$ cat config.mk
export PLATFORM = sky130hd
export DESIGN_NAME = pong_frame_renderer
export DESIGN_NICKNAME = d
export VERILOG_FILES = /design/src/rtl/pong_frame_renderer.sv
export SDC_FILE = /design/constraint.sdc
export NUM_CORES = 1
export LEC_CHECK = 0
export BUFFER_PORTS_ARGS = -buffer_cell sky130_fd_sc_hd__clkbuf_2
export CAP_MARGIN = 0
export CORE_MARGIN = 8
export CORE_UTILIZATION = 53
export DETAILED_ROUTE_END_ITERATION = 12
export GPL_ROUTABILITY_DRIVEN = 0
export HOLD_SLACK_MARGIN = 0.15
export PLACE_DENSITY = 0.79
export SLEW_MARGIN = 20
export SYNTH_ARGS = -nofsm -noshare
export SYNTH_HDL_FRONTEND = slang
export SYNTH_SLANG_ARGS = --single-unit
$ cat constraint.sdc
create_clock -name Clock -period 5 [get_ports Clock]
set_input_delay 0.5 -clock Clock [delete_from_list [all_inputs] [get_ports Clock]]
set_output_delay 0.5 -clock Clock [all_outputs]
set_load 0.005 [all_outputs]
$ cat src/rtl/pong_frame_renderer.sv
`default_nettype none
// ============================================================================
//  Module   : pong_frame_renderer
//  Purpose  : Two-player Pong game state, advanced once per VGA frame, with
//             zero-latency per-pixel colour generation.
//  Revision : 1.0  initial release
// ============================================================================
module pong_frame_renderer #(
  parameter int BALL_SPEED   = 2,
  parameter int PADDLE_SPEED = 4,
  parameter int MISS_FRAMES  = 60
) (
  input  logic       Clock,
  input  logic       Resetn,
  input  logic [9:0] iCoord_X,
  input  logic [9:0] iCoord_Y,
  input  logic       iV_SYNC,
  input  logic       iL_Up,
  input  logic       iL_Down,
  input  logic       iR_Up,
  input  logic       iR_Down,
  input  logic       iStart,
  output logic [9:0] oRed,
  output logic [9:0] oGreen,
  output logic [9:0] oBlue,
  output logic [3:0] oScore_L,
  output logic [3:0] oScore_R,
  output logic [1:0] oState
);

  typedef enum logic [1:0] {
    S_IDLE = 2'd0,
    S_PLAY = 2'd1,
    S_MISS = 2'd2,
    S_OVER = 2'd3
  } state_t;

  localparam logic        [9:0]  c_bx_home   = 10'd316;
  localparam logic        [8:0]  c_by_home   = 9'd236;
  localparam logic        [8:0]  c_pad_home  = 9'd208;
  localparam logic        [8:0]  c_pad_max   = 9'd416;
  localparam logic signed [10:0] c_ball_step = 11'(BALL_SPEED);
  localparam logic signed [10:0] c_pad_step  = 11'(PADDLE_SPEED);
  localparam int                 c_cnt_w     = (MISS_FRAMES > 1) ? $clog2(MISS_FRAMES) : 1;
  localparam logic [c_cnt_w-1:0] c_cnt_last  = c_cnt_w'(MISS_FRAMES - 1);

  state_t             state_q;
  logic [9:0]         bx_q;
  logic [8:0]         by_q, ly_q, ry_q;
  logic               dx_q, dy_q;          // 1 = positive direction
  logic [3:0]         score_l_q, score_r_q;
  logic [c_cnt_w-1:0] cnt_q;
  logic               vsync_q;

  logic               w_tick;
  logic signed [10:0] w_bx_step, w_by_step;
  logic               w_l_overlap, w_r_overlap, w_l_hit, w_r_hit, w_miss_left, w_miss_right;
  logic [9:0]         bx_d;
  logic [8:0]         by_d, ly_d, ry_d;
  logic               dx_d, dy_d;

  function automatic logic [8:0] paddle_next(input logic [8:0] pos, input logic up, input logic down);
    logic signed [10:0] s;
    s = $signed({2'b00, pos});
    if (up && !down)      s = s - c_pad_step;
    else if (down && !up) s = s + c_pad_step;
    if (s < 11'sd0)                        return 9'd0;
    else if (s > $signed({2'b00, c_pad_max})) return c_pad_max;
    else                                   return s[8:0];
  endfunction

  function automatic logic [3:0] sat_inc(input logic [3:0] v);
    return (v >= 4'd9) ? 4'd9 : v + 4'd1;
  endfunction

  assign w_tick    = vsync_q && !iV_SYNC;
  assign ly_d      = paddle_next(ly_q, iL_Up, iL_Down);
  assign ry_d      = paddle_next(ry_q, iR_Up, iR_Down);
  assign w_bx_step = $signed({1'b0, bx_q}) + (dx_q ? c_ball_step : -c_ball_step);
  assign w_by_step = $signed({2'b00, by_q}) + (dy_q ? c_ball_step : -c_ball_step);

  // Paddle contact is judged against the ball row before this frame's move.
  assign w_l_overlap  = ({1'b0, by_q} <= {1'b0, ly_q} + 10'd63) && ({1'b0, ly_q} <= {1'b0, by_q} + 10'd7);
  assign w_r_overlap  = ({1'b0, by_q} <= {1'b0, ry_q} + 10'd63) && ({1'b0, ry_q} <= {1'b0, by_q} + 10'd7);
  assign w_l_hit      = !dx_q && (w_bx_step <= 11'sd24)  && w_l_overlap;
  assign w_r_hit      =  dx_q && (w_bx_step >= 11'sd608) && w_r_overlap;
  assign w_miss_left  = !w_l_hit && !w_r_hit && (w_bx_step <= 11'sd0);
  assign w_miss_right = !w_l_hit && !w_r_hit && (w_bx_step >= 11'sd632);

  always_comb begin
    by_d = w_by_step[8:0];
    dy_d = dy_q;
    if (w_by_step <= 11'sd0) begin
      by_d = 9'd0;
      dy_d = 1'b1;
    end else if (w_by_step >= 11'sd472) begin
      by_d = 9'd472;
      dy_d = 1'b0;
    end
    bx_d = w_bx_step[9:0];
    dx_d = dx_q;
    if (w_l_hit) begin
      bx_d = 10'd24;
      dx_d = 1'b1;
    end else if (w_r_hit) begin
      bx_d = 10'd608;
      dx_d = 1'b0;
    end else if (w_miss_left) begin
      bx_d = 10'd0;
    end else if (w_miss_right) begin
      bx_d = 10'd632;
    end
  end

  always_ff @(posedge Clock or negedge Resetn) begin
    if (!Resetn) begin
      state_q   <= S_IDLE;
      bx_q      <= c_bx_home;
      by_q      <= c_by_home;
      dx_q      <= 1'b1;
      dy_q      <= 1'b1;
      ly_q      <= c_pad_home;
      ry_q      <= c_pad_home;
      score_l_q <= 4'd0;
      score_r_q <= 4'd0;
      cnt_q     <= '0;
      vsync_q   <= 1'b1;
    end else begin
      vsync_q <= iV_SYNC;
      if (w_tick) begin
        if (state_q != S_OVER) begin
          ly_q <= ly_d;
          ry_q <= ry_d;
        end
        case (state_q)
          S_IDLE: begin
            bx_q <= c_bx_home;
            by_q <= c_by_home;
            if (iStart) begin
              state_q <= S_PLAY;
              dx_q    <= ~(score_l_q[0] ^ score_r_q[0]);
              dy_q    <= 1'b1;
            end
          end
          S_PLAY: begin
            bx_q <= bx_d;
            by_q <= by_d;
            dx_q <= dx_d;
            dy_q <= dy_d;
            if (w_miss_left) begin
              score_r_q <= sat_inc(score_r_q);
              state_q   <= S_MISS;
              cnt_q     <= '0;
            end else if (w_miss_right) begin
              score_l_q <= sat_inc(score_l_q);
              state_q   <= S_MISS;
              cnt_q     <= '0;
            end
          end
          S_MISS: begin
            if (cnt_q == c_cnt_last) begin
              cnt_q   <= '0;
              bx_q    <= c_bx_home;
              by_q    <= c_by_home;
              state_q <= (score_l_q == 4'd9 || score_r_q == 4'd9) ? S_OVER : S_IDLE;
            end else begin
              cnt_q <= cnt_q + 1'b1;
            end
          end
          default: begin
            if (iStart) begin
              score_l_q <= 4'd0;
              score_r_q <= 4'd0;
              ly_q      <= c_pad_home;
              ry_q      <= c_pad_home;
              state_q   <= S_IDLE;
            end
          end
        endcase
      end
    end
  end

  logic w_in_area, w_ball_on, w_pad_on, w_centre_on;

  assign w_in_area   = (iCoord_X < 10'd640) && (iCoord_Y < 10'd480);
  assign w_ball_on   = (state_q == S_IDLE || state_q == S_PLAY)
                     && (iCoord_X >= bx_q) && ({1'b0, iCoord_X} <= {1'b0, bx_q} + 11'd7)
                     && (iCoord_Y >= {1'b0, by_q}) && ({1'b0, iCoord_Y} <= {2'b00, by_q} + 11'd7);
  assign w_pad_on    = ((iCoord_X >= 10'd16) && (iCoord_X <= 10'd23)
                        && (iCoord_Y >= {1'b0, ly_q}) && (iCoord_Y <= {1'b0, ly_q} + 10'd63))
                     || ((iCoord_X >= 10'd616) && (iCoord_X <= 10'd623)
                        && (iCoord_Y >= {1'b0, ry_q}) && (iCoord_Y <= {1'b0, ry_q} + 10'd63));
  assign w_centre_on = ((iCoord_X == 10'd319) || (iCoord_X == 10'd320)) && !iCoord_Y[3];

  always_comb begin
    oRed   = 10'h000;
    oGreen = 10'h000;
    oBlue  = 10'h000;
    if (w_in_area) begin
      if (w_ball_on) begin
        oRed   = 10'h3FF;
        oGreen = 10'h3FF;
        oBlue  = 10'h3FF;
      end else if (w_pad_on) begin
        oGreen = 10'h3FF;
      end else if (w_centre_on) begin
        oRed   = 10'h200;
        oGreen = 10'h200;
        oBlue  = 10'h200;
      end
    end
  end

  assign oScore_L = score_l_q;
  assign oScore_R = score_r_q;
  assign oState   = state_q;

endmodule
`default_nettype wire

==> reports/qor.json <==
{
  "insertion_delay_ns": 0.30,
  "tightest_slew_ns": 0.760,
  "synth-edff-count": 0,
  "total_number_of_yosys_warnings": 0,
  "floorplan.initialDensity_pct": 53.6,
  "syn_avg_cell_area_um2": 8.23,
  "clk_transition_reported_paths_ns": 0.08,
  "detail_route.iter0.violations": 591,
  "drt-vias-per-instance": 6.38,
  "chipWidth_um": 136,
  "buffer_ports.inserted": 67,
  "synth_seq_cells": 54,
  "placement_rows": 44,
  "grt_antenna_before_repair": 0,
  "cts_sinks": 54,
  "final_max_slew_viol_count": 0,
  "tritoncts": "done",
  "postSynthNetCount": 1104,
  "design.core.area_mm2": 0.0143,
  "antennaDiodeCount": 0,
  "placed_cells": 1138,
  "grt_setup_unrepaired": "no",
  "routed_wirelength_mm": 21.0,
  "number_of_buffers_inserted_to_repair_setup_after_cts": 0,
  "run_status": "complete, no violations",
  "largest_stage_delay_on_the_critical_path_ns": 0.60,
  "multi_input_area_mm2": 0.00574,
  "worst_r2r_endpoint": "bx_q[8]",
  "relSlewSlack_pct": 49.0,
  "filler_cell_count": 1330,
  "timing.reg2reg.worst_path_depth": 12,
  "post_cts_resized": 0,
  "hold_buffer_count_at_cts": 0,
  "clock.fmax_ghz": 0.216,
  "grt_pass1_vias": 6819,
  "grt_first_pass_wirelength_mm": 33.9,
  "timing.rr.start": "by_q[2]",
  "netlist_area_before_placement_mm2": 0.00767,
  "fp.dieArea_mm2": 0.0186,
  "hold_slack_ns": 0.299,
  "drv_cap": 0,
  "part_of_the_cycle_the_worst_path_needs_pct": 92.7,
  "finalNonFillerCells": 1146,
  "setup.worst_path.start_class": "flop",
  "share_of_cells_above_drive_strength_1_pct": 12.7,
  "post_synth_num_cell_types": 79,
  "totalNegativeSetupSlack_ns": 0,
  "global_route.overflow_total": 0,
  "average_detailed_routed_wire_length_per_instance_um": 18.4,
  "final_common_cell": "sky130_fd_sc_hd__ha_1",
  "remaining_drc_errors": 0,
  "ioPinCount": 68,
  "grt_use_total_pct": 22.4,
  "layout.cells.most_common_list": "140 x sky130_fd_sc_hd__ha_1, 67 x sky130_fd_sc_hd__clkbuf_2, 63 x sky130_fd_sc_hd__inv_1",
  "number_of_nets_with_antenna_violations_after_routing": 0,
  "worst-path-max-fanout": 18,
  "detailroute.via_count": 7308,
  "final_net_count": 1133,
  "worstSetupEndpointType": "output pin",
  "postSynthCellCount": 932,
  "design_power_total_mw": 5.54,
  "maximum_number_of_pins_on_one_net_before_global_route_repair": 55,
  "power.ir.vdd_worst_mv": 0.304,
  "min-delay-start": "iV_SYNC",
  "final_critical_path_required_period_ns": 4.64,
  "hpwlAfterDp_mm": 16.6,
  "leakagePower_nw": 3.70,
  "final-hold-violation-count": 0,
  "critical_path.slowest_cell": "sky130_fd_sc_hd__dfstp_2",
  "setup_viol": 0,
  "asyncSetResetFlopFracSynth_pct": 100,
  "synthToLayoutAreaGrowth_pct": 5.64,
  "minimum_setup_slack_among_reg_to_reg_paths_ns": 0.77,
  "die_height_um": 136,
  "ys_dominant_reg_cell": "sky130_fd_sc_hd__dfrtp_1",
  "ctsHtreeMaxLevel": 2,
  "worst_ep_arrival_time_ns": 4.14,
  "cts-root-to-sink-buffers": 2,
  "yosysSeqAreaShare_pct": 17.9,
  "layout.area.seq_mm2": 0.00138,
  "cts_root_buf": "sky130_fd_sc_hd__clkbuf_16",
  "critical_path.cell_chain": "inv_1, ha_1, nor4_1, nand3_1, ha_1, nand4_1, or4_1, a221o_1, a21oi_1, o211ai_1, inv_1, clkbuf_2",
  "final.setup_skew_ns": 0.00705,
  "cellPowerDensity_mw_per_mm2": 684,
  "whs_path_depth": 1,
  "cts-buffers-inserted": 5,
  "min_to": "vsync_q",
  "worst-setup-path-type": "flop to output pin",
  "timing.critical_path.required_ns": 4.50,
  "count_of_tritonroute_iterations_in_the_first_routing_pass": 5,
  "hold_path.class": "input pin to flop"
}
-- critical path: cells and delay by family (launching register included) --
kind	cells	cell delay (ns)
AOI/OAI and AO/OA	3	0.70
adders and majority gates	2	0.58
and+or+nand+nor	4	1.30
buffers and inverters	3	0.66
DFF	1	0.60
-- logic make-up after synthesis --
kind of cell	Yosys count	synth area share (%)
AND/OR/NAND/NOR	293	20.1
XOR/XNOR	44	5.02
buffers and inverters	116	7.31
flip-flops	54	17.9
multiplexers	4	0.555
adder cells (fa/ha/maj)	144	23.9
AO/OA/AOI/OAI	277	25.2
-- sequential cells by signal, indices dropped and copies added, names as in the netlist, 2 cells and up --
name / cells
bx_q: 9
ly_q: 9
ry_q: 9
by_q: 8
cnt_q: 6
oScore_L: 4
oScore_R: 4
oState: 2
-- power by group --
| part | internal [mW] | switching, mW |
|---|---|---|
| clock | 0.188 | 0.175 |
| combinational | 1.72 | 2.47 |
| sequential | 0.648 | 0.342 |
| total | 2.55 | 2.99 |
-- stage by stage --
stage          instance area (um2)  setup WS, ns  utilization (%)
2_1_floorplan                 7670         0.938                -
3_3_place_gp                  7960         0.853             55.6
3_5_place_dp                  7960         0.727             55.6
4_1_cts                       8100         0.365             56.6
5_1_grt                       8100        0.0700             56.6
6_report                      8100         0.365             56.6
-- synthesized netlist by cell type, drive strengths merged (16+ instances only) --
cell    number  area (um2)
ha         140        1750
inv         63         236
nand2       57         214
nor2        57         214
o21ai       53         265
a21oi       50         250
nand3       43         215
xnor2       37         324
dfrtp       35         876
buf         31         231
a21o        26         198
o21a        23         173
nand4       22         138
nor3        20         100
clkbuf      19        81.3
dfstp       19         499
a211oi      16         120
nor4        16         106
-- worst max-delay path by stage --
| stage | start | endpoint | slack (ns) | cells after the start |
|---|---|---|---|---|
| 6_report | by_q[2] | oBlue[7] | 0.36 | 12 |
| 5_1_grt | by_q[2] | oRed[2] | 0.07 | 12 |
| 4_1_cts | by_q[2] | oBlue[7] | 0.37 | 12 |
| 3_5_place_dp | by_q[2] | oBlue[7] | 0.73 | 12 |
| 3_3_place_gp | by_q[2] | oRed[5] | 0.85 | 12 |
| 2_1_floorplan | by_q[1] | oBlue[1] | 0.94 | 12 |
-- routing by layer --
layer	GRT usage [%]	up-vias	wire, um
met5	0	-	0
met2	35.9	287	9230
met3	3.77	41	1920
li1	-	3551	-
met1	29.9	3429	9390
met4	7.50	0	497
-- final cells by class --
class	instances	area share [%]
multi-input cells	762	70.8
inverters	66	3.06
clock buffers	6	1.59
well taps	184	2.84
clock inverters	2	0.170
repair buffers	72	4.60
flip-flops and latches	54	17.0
Note: power is estimated with default switching activity, not from simulation.
